--- src/rtl/nibble_serial_adder.sv ---
// nibble_serial_adder: adds two W-bit operands (W = 4*NIBBLES) plus a carry-in, one
// nibble per clock, least-significant nibble first.
//
// Ports:
//   clk        - clock, all state updates on the rising edge
//   rst        - asynchronous active-high reset
//   in_valid   - upstream offers an operand pair
//   in_ready   - block accepts an operand pair (IDLE only, low while in reset)
//   a, b       - operands, latched on acceptance
//   cin        - carry into nibble 0, latched with the operands
//   out_valid  - result present (DONE)
//   out_ready  - downstream takes the result
//   sum        - W-bit result word
//   cout       - carry out of the top nibble
//   busy       - high whenever the FSM is not in IDLE
module nibble_serial_adder #(
    parameter int unsigned NIBBLES = 4
) (
    input  logic                   clk,
    input  logic                   rst,
    input  logic                   in_valid,
    output logic                   in_ready,
    input  logic [4*NIBBLES-1:0]   a,
    input  logic [4*NIBBLES-1:0]   b,
    input  logic                   cin,
    output logic                   out_valid,
    input  logic                   out_ready,
    output logic [4*NIBBLES-1:0]   sum,
    output logic                   cout,
    output logic                   busy
);

    localparam int unsigned W    = 4 * NIBBLES;
    localparam int unsigned CntW = $clog2(NIBBLES);

    typedef enum logic [1:0] {
        StIdle,
        StAdd,
        StDone
    } state_e;

    state_e            state_q, state_d;
    logic [CntW-1:0]   cnt_q, cnt_d;
    logic              carry_q, carry_d;
    logic [W-1:0]      a_q, a_d;
    logic [W-1:0]      b_q, b_d;
    logic [W-1:0]      sum_q, sum_d;
    logic              cout_q, cout_d;

    logic [3:0]        a_nib;
    logic [3:0]        b_nib;
    logic [4:0]        nib_sum;

    always_ff @(posedge clk or posedge rst) begin
        if (rst) begin
            state_q <= StIdle;
            cnt_q   <= '0;
            carry_q <= 1'b0;
            a_q     <= '0;
            b_q     <= '0;
            sum_q   <= '0;
            cout_q  <= 1'b0;
        end else begin
            state_q <= state_d;
            cnt_q   <= cnt_d;
            carry_q <= carry_d;
            a_q     <= a_d;
            b_q     <= b_d;
            sum_q   <= sum_d;
            cout_q  <= cout_d;
        end
    end

    // Nibble k of the latched operands plus the running carry.
    always_comb begin
        a_nib = '0;
        b_nib = '0;
        for (int unsigned i = 0; i < NIBBLES; i++) begin
            if (cnt_q == CntW'(i)) begin
                a_nib = a_q[4*i +: 4];
                b_nib = b_q[4*i +: 4];
            end
        end
        nib_sum = {1'b0, a_nib} + {1'b0, b_nib} + {4'b0000, carry_q};
    end

    always_comb begin
        state_d = state_q;
        cnt_d   = cnt_q;
        carry_d = carry_q;
        a_d     = a_q;
        b_d     = b_q;
        sum_d   = sum_q;
        cout_d  = cout_q;

        unique case (state_q)
            StIdle: begin
                if (in_valid && in_ready) begin
                    a_d     = a;
                    b_d     = b;
                    carry_d = cin;
                    cnt_d   = '0;
                    state_d = StAdd;
                end
            end
            StAdd: begin
                for (int unsigned i = 0; i < NIBBLES; i++) begin
                    if (cnt_q == CntW'(i)) begin
                        sum_d[4*i +: 4] = nib_sum[3:0];
                    end
                end
                carry_d = nib_sum[4];
                if (cnt_q == CntW'(NIBBLES - 1)) begin
                    cout_d  = nib_sum[4];
                    state_d = StDone;
                end else begin
                    cnt_d = cnt_q + CntW'(1);
                end
            end
            StDone: begin
                if (out_ready) begin
                    state_d = StIdle;
                end
            end
            default: state_d = StIdle;
        endcase
    end

    // in_ready is gated by rst so it reads low throughout reset.
    assign in_ready  = (state_q == StIdle) && !rst;
    assign out_valid = (state_q == StDone);
    assign busy      = (state_q != StIdle);
    assign sum       = sum_q;
    assign cout      = cout_q;

endmodule

--- config.mk ---
export PLATFORM = sky130hd
export DESIGN_NAME = nibble_serial_adder
export DESIGN_NICKNAME = d
export VERILOG_FILES = /design/src/rtl/nibble_serial_adder.sv
export SDC_FILE = /design/constraint.sdc
export NUM_CORES = 1
export LEC_CHECK = 0
export CORE_MARGIN = 4
export CORE_UTILIZATION = 50
export DETAILED_ROUTE_END_ITERATION = 16
export GPL_ROUTABILITY_DRIVEN = 0
export GPL_TIMING_DRIVEN = 0
export PLACE_DENSITY = 0.79
export SLEW_MARGIN = 20
export SYNTH_ARGS = -nofsm -noshare
export SYNTH_HDL_FRONTEND = slang
export SYNTH_SLANG_ARGS = --single-unit
export TNS_END_PERCENT = 50
--- constraint.sdc ---
create_clock -name clk -period 3.1 [get_ports clk]
set_input_delay 0.62 -clock clk [delete_from_list [all_inputs] [get_ports clk]]
set_output_delay 0.62 -clock clk [all_outputs]
set_load 0.01 [all_outputs]
Word-level counts from Yosys, hierarchy flattened
Index checks and enable logic that the tools add are counted.
{"block": "word_totals", "out_inout_bits": 20, "input_bits": 37, "ff_bits": 54}
{"block": "op_classes", "add_sub_neg": 3, "n_eq_ne": 9, "n_reduce_logical": 15, "mux": 17}
{"op": "4-bit two-way mux", "n": 8}
{"op": "2-bit AND reduction", "n": 6}
{"op": "2-bit two-way mux", "n": 5}
{"op": "2-bit equality test (second input constant)", "n": 3}
{"op": "2-bit inequality test (second input constant)", "n": 3}
{"op": "2-bit case mux with 3 select lines", "n": 1}
{"op": "3-bit AND reduction", "n": 2}
{"op": "4-bit by 4-bit adder with 5-bit output", "n": 1}
{"op": "5-bit by 1-bit adder with 5-bit output", "n": 1}
{"op": "2-bit by 1-bit equality test with 1-bit output (second input constant)", "n": 2}
{"op": "2-bit logical NOT", "n": 2}
{"op": "2-bit case mux with 2 select lines", "n": 1}
{"op": "2-bit nonzero test", "n": 2}
{"op": "2-bit by 1-bit adder with 2-bit output (second input constant)", "n": 1}
{"op": "1-bit logical AND", "n": 2}
{"op": "2-bit by 1-bit inequality test with 1-bit output (second input constant)", "n": 1}
{"op": "1-bit case mux with 2 select lines", "n": 1}
{"op": "1-bit logical NOT", "n": 1}
{"op": "1-bit two-way mux", "n": 1}

Logic depth before layout (Yosys ltp)
Gate-level depths: netlist (run 1).
{"block": "logic_depth", "word_depth": 8, "depth_mapped": 13}

Least setup slack after synthesis (run 1)
Ideal clock, no wire load.
{"block": "synth_path", "path_type": "register to register", "startpoint": "register cnt_q[0]", "endpoint": "register sum_q[13] (netlist: sum[13])", "slack_ps": 454, "path_buffers": 2, "setup_ps": 125, "stages_incl_launch_ff": 12, "t_arrival_ps": 2521, "path_cell_list": "dfrtp_1 inv_1 ha_1 clkbuf_1 clkbuf_1 a21oi_1 o21ai_0 a22oi_1 fa_1 inv_1 fa_1 mux2_2"}
{"block": "synth_via", "elab_chain_len": 7, "word_cells_on_any_way": 15}
{"element": "start, declared", "line_no": "43", "text": "logic [CntW-1:0] cnt_q, cnt_d;"}
{"element": "start signal, assigned", "line_no": "65", "text": "cnt_q <= cnt_d;"}
{"element": "2-bit logical NOT", "line_no": "79", "text": "if (cnt_q == CntW'(i)) begin"}
{"element": "4-bit two-way mux (4 in series)", "line_no": "79"}
{"element": "4-bit by 4-bit adder with 5-bit output (*)", "line_no": "84", "text": "nib_sum = {1'b0, a_nib} + {1'b0, b_nib} + {4'b0000, carry_q};"}
{"element": "5-bit by 1-bit adder with 5-bit output (*)", "line_no": "84"}
{"element": "named net nib_sum[1]", "line_no": "52", "text": "logic [4:0] nib_sum;"}
{"element": "end signal, assigned", "line_no": "69", "text": "sum_q <= sum_d;"}
{"element": "end, declared", "line_no": "47", "text": "logic [W-1:0] sum_q, sum_d;"}
The timed path passes the listed nets; every way through them passes the cells marked *.
A chain may end at the register's enable or synchronous reset.

Worst setup path after layout (run 1)
Ends and elaborated chain as after synthesis.

==> flow_summary.toml, run 1 <==
[synthesis]
synthesis.area_mm2 = 0.00256
syn-num-nets = 275
ys_top_cells_by_count = "dfrtp_1 (54), nand2_1 (27), o21ai_0 (26)"
synth_area_per_cell_um2 = 11.2
synth_edf_count = 0
synth_top_area_frac = 0.527
synth_cell_types = 29
synth_area_leader_cell = "dfrtp_1"
yosysMostFrequentCell = "dfrtp_1"
synth-seq-cells = 54
synth_cells = 229
yosysWarnings = 0
yosysSeqAreaShare = 0.527
yosys-top-cells-area = "dfrtp_1 (53%), mux2_1 (8.8%), o21ai_0 (5.1%), nand2_1 (4.0%), a21oi_1 (3.5%)"
async_reset_ff_frac = 1.00
ys.flop_type = "dfrtp_1"

[floorplanning]
core.rowCount = 25
die_w_um = 79.6
io_pins = 57
coreArea_mm2 = 0.00485
die_h_um = 79.6
die_area_mm2 = 0.00634
start_util = 0.529

[grt]
grt_max_degree = 29
overflow = 0
grt_pass1_wl_um = 9230
antenna_found_initial = 0
grt_pass1_vias = 1964
grtUsageTotal = 0.189

[placed_design]
portBuffers = 56
dp_hpwl_um = 4100

[pwr]
ir_drop_uv = 490
pwr-share-comb = 0.544
power.density_mw_per_mm2 = 1080
leakagePower_nw = 1.48
pwr-share-seq = 0.343
pwr-share-clk = 0.113
switchingPower_mw = 1.44
p_int_mw = 2.15
swShare = 0.401

[status]
status = "finished, final reports clean"

[critical_path]
worstPathRequired_ns = 3.29
worstSetupPathType = "reg -> reg"
cp-end-kind = "flip-flop"
crit_fanout = 9
critPathArrivalTime_ns = 3.02
start_kind = "flip-flop"

[sta]
timing.hold.ws_ns = 0.485
post-route-period-util = 0.912
worstMarginPinSlew_ns = 0.586
rsz0062_at_grt = "no"
max_slew_margin = 0.609
max_freq_ghz = 0.354
finClkSkew_ns = 0.0109
hold_viol_final = 0
slew_viol_final = 0
finalCriticalPeriod_ns = 2.83
setup_violations = 0
timing.setup.tns_ns = 0

[drt]
drt_iter0_markers = 81
vias_per_cell = 5.35
drc = 0
drtPass1Iterations = 4
avgRoutedWirePerCell_um = 15.2
num_vias = 1915
totalWireLength_um = 5430
postRouteAntennaNets = 0

[clocking]
numCtsBuffers = 5
hold_buffers = 0
clock_latency_ns = 0.31
htree_levels = 2
cts.path.max_buffers = 2
clk_pin_slew_worst_paths_ns = 0.09
cts_tree = "yes"
root_buffer = "clkbuf_8"
cts.sinks = 54

[finish]
area_delta_synth_final_pct = 29.6
drive_gt1_frac = 0.107
antenna_cells = 0
nets = 336

[run]
maxCapViolations = 0

[min_path]
hold_path_class = "reg -> reg"
[state kept, by name (all words and copies together) (netlist names)]
register	flops
b_q	16
carry_q	1
a_q	16
state_q	2
sum	16
cnt_q	2
cout	1
[power groups by stage]
stage | clock network [mW] | registers, mW | logic (mW)
5_1_grt | 0.439 | 1.28 | 2.18
6_report | 0.404 | 1.23 | 1.95
2_1_floorplan | 0 | 1.24 | 1.24
3_5_place_dp | 0 | 1.24 | 1.90
4_1_cts | 0.410 | 1.23 | 1.94
3_3_place_gp | 0 | 1.23 | 1.83
[per-stage QoR]
stage / instance area [um^2] / utilization / instances / worst slack [ns] / power [mW]
4_1_cts: 3330 / 0.686 / 361 / 0.0743 / 3.58
5_1_grt: 3320 / 0.686 / 358 / 0.0450 / 3.90
3_5_place_dp: 3230 / 0.666 / 353 / 0.00480 / 3.15
6_report: 3320 / 0.686 / 358 / 0.273 / 3.59
2_1_floorplan: 2560 / - / 229 / 0.454 / 2.48
3_3_place_gp: 3210 / 0.662 / 352 / 0.101 / 3.06
[worst max-delay path: stages, from the launching register on]
cell	delay (ns)
dfrtp_1	0.44
inv_1	0.10
ha_1	0.14
clkbuf_1	0.34
nand2_1	0.09
o21ai_0	0.23
a22oi_2	0.11
fa_1	0.42
inv_1	0.08
fa_1	0.46
mux2_2	0.29
[kinds of logic (layout without fill, tap and decap cells)]
| logic type | Yosys count | in the layout | share of synthesized area |
|---|---|---|---|
| fa+ha+maj | 9 | 9 | 0.0498 |
| compound gates | 63 | 63 | 0.146 |
| flops | 54 | 54 | 0.527 |
| buf+inv | 29 | 91 | 0.0507 |
| mux | 29 | 29 | 0.127 |
| simple gates | 44 | 44 | 0.0966 |
| xor+xnor | 1 | 1 | 0.00342 |
[cell type report]
type                       instances  area [um^2]
buffer                            10         62.6
clock buffer                       7         86.3
clock inverter                     1         5.00
fill                             410         1520
inverter                          16         60.1
multi-input combinational        146         1090
sequential                        54         1350
tap                               67         83.8
timing repair buffer              57          581
[metal layers]
metal / routed length (um) / global-route usage / part of all wire / up-vias
li1: - / - / - / 919
met1: 2280 / 0.232 / 0.42 / 938
met2: 2780 / 0.330 / 0.51 / 51
met3: 307 / 0.0418 / 0.057 / 7
met4: 59 / 0.0550 / 0.011 / 0
met5: 0 / 0 / 0 / -
[timing repair]
action,in CTS,in global routing
hold endpoints to repair,0,0
setup buffers,0,0
endpoints found under the setup margin,8,14
gates resized for setup,2,6
[cells in the final DEF (no fill, tap or decap), types with 2 or more instances in the layout]
cell	count
a211o_1	4
a211oi_1	4
a21oi_1	17
a22o_1	6
buf_2	2
buf_6	2
clkbuf_1	3
clkbuf_2	3
clkbuf_8	6
clkdlybuf4s50_1	56
dfrtp_1	54
fa_1	2
ha_1	6
inv_1	15
mux2_1	20
mux2_2	8
nand2_1	27
nand2b_1	3
nand3b_1	6
nor4bb_1	4
o21ai_0	26
[final timing paths]
check	slack [ns]	to	cells past startpoint	start
max	0.27	sum[13]	10	cnt_q[0]
min	0.49	sum[4]	2	sum[4]
max reg2reg	0.27	sum[13]	10	cnt_q[0]
min reg2reg	0.49	sum[4]	2	sum[4]
max in group asynchronous	1.74	b_q[15]	3	rst
min in group asynchronous	0.80	b_q[8]	2	rst
No activity file was read; power rests on OpenSTA's default activity.
==> inputs of run 2 (changes only) <==
--- a/config.mk
+++ b/config.mk
@@ -5,6 +5,7 @@
 export SDC_FILE = /design/constraint.sdc
 export NUM_CORES = 1
 export LEC_CHECK = 0
+export CAP_MARGIN = 5
 export CORE_MARGIN = 4
 export CORE_UTILIZATION = 50
 export DETAILED_ROUTE_END_ITERATION = 16
==> results of run 2 <==
The final DEF is identical to that of run 1; final timing and power are the same.
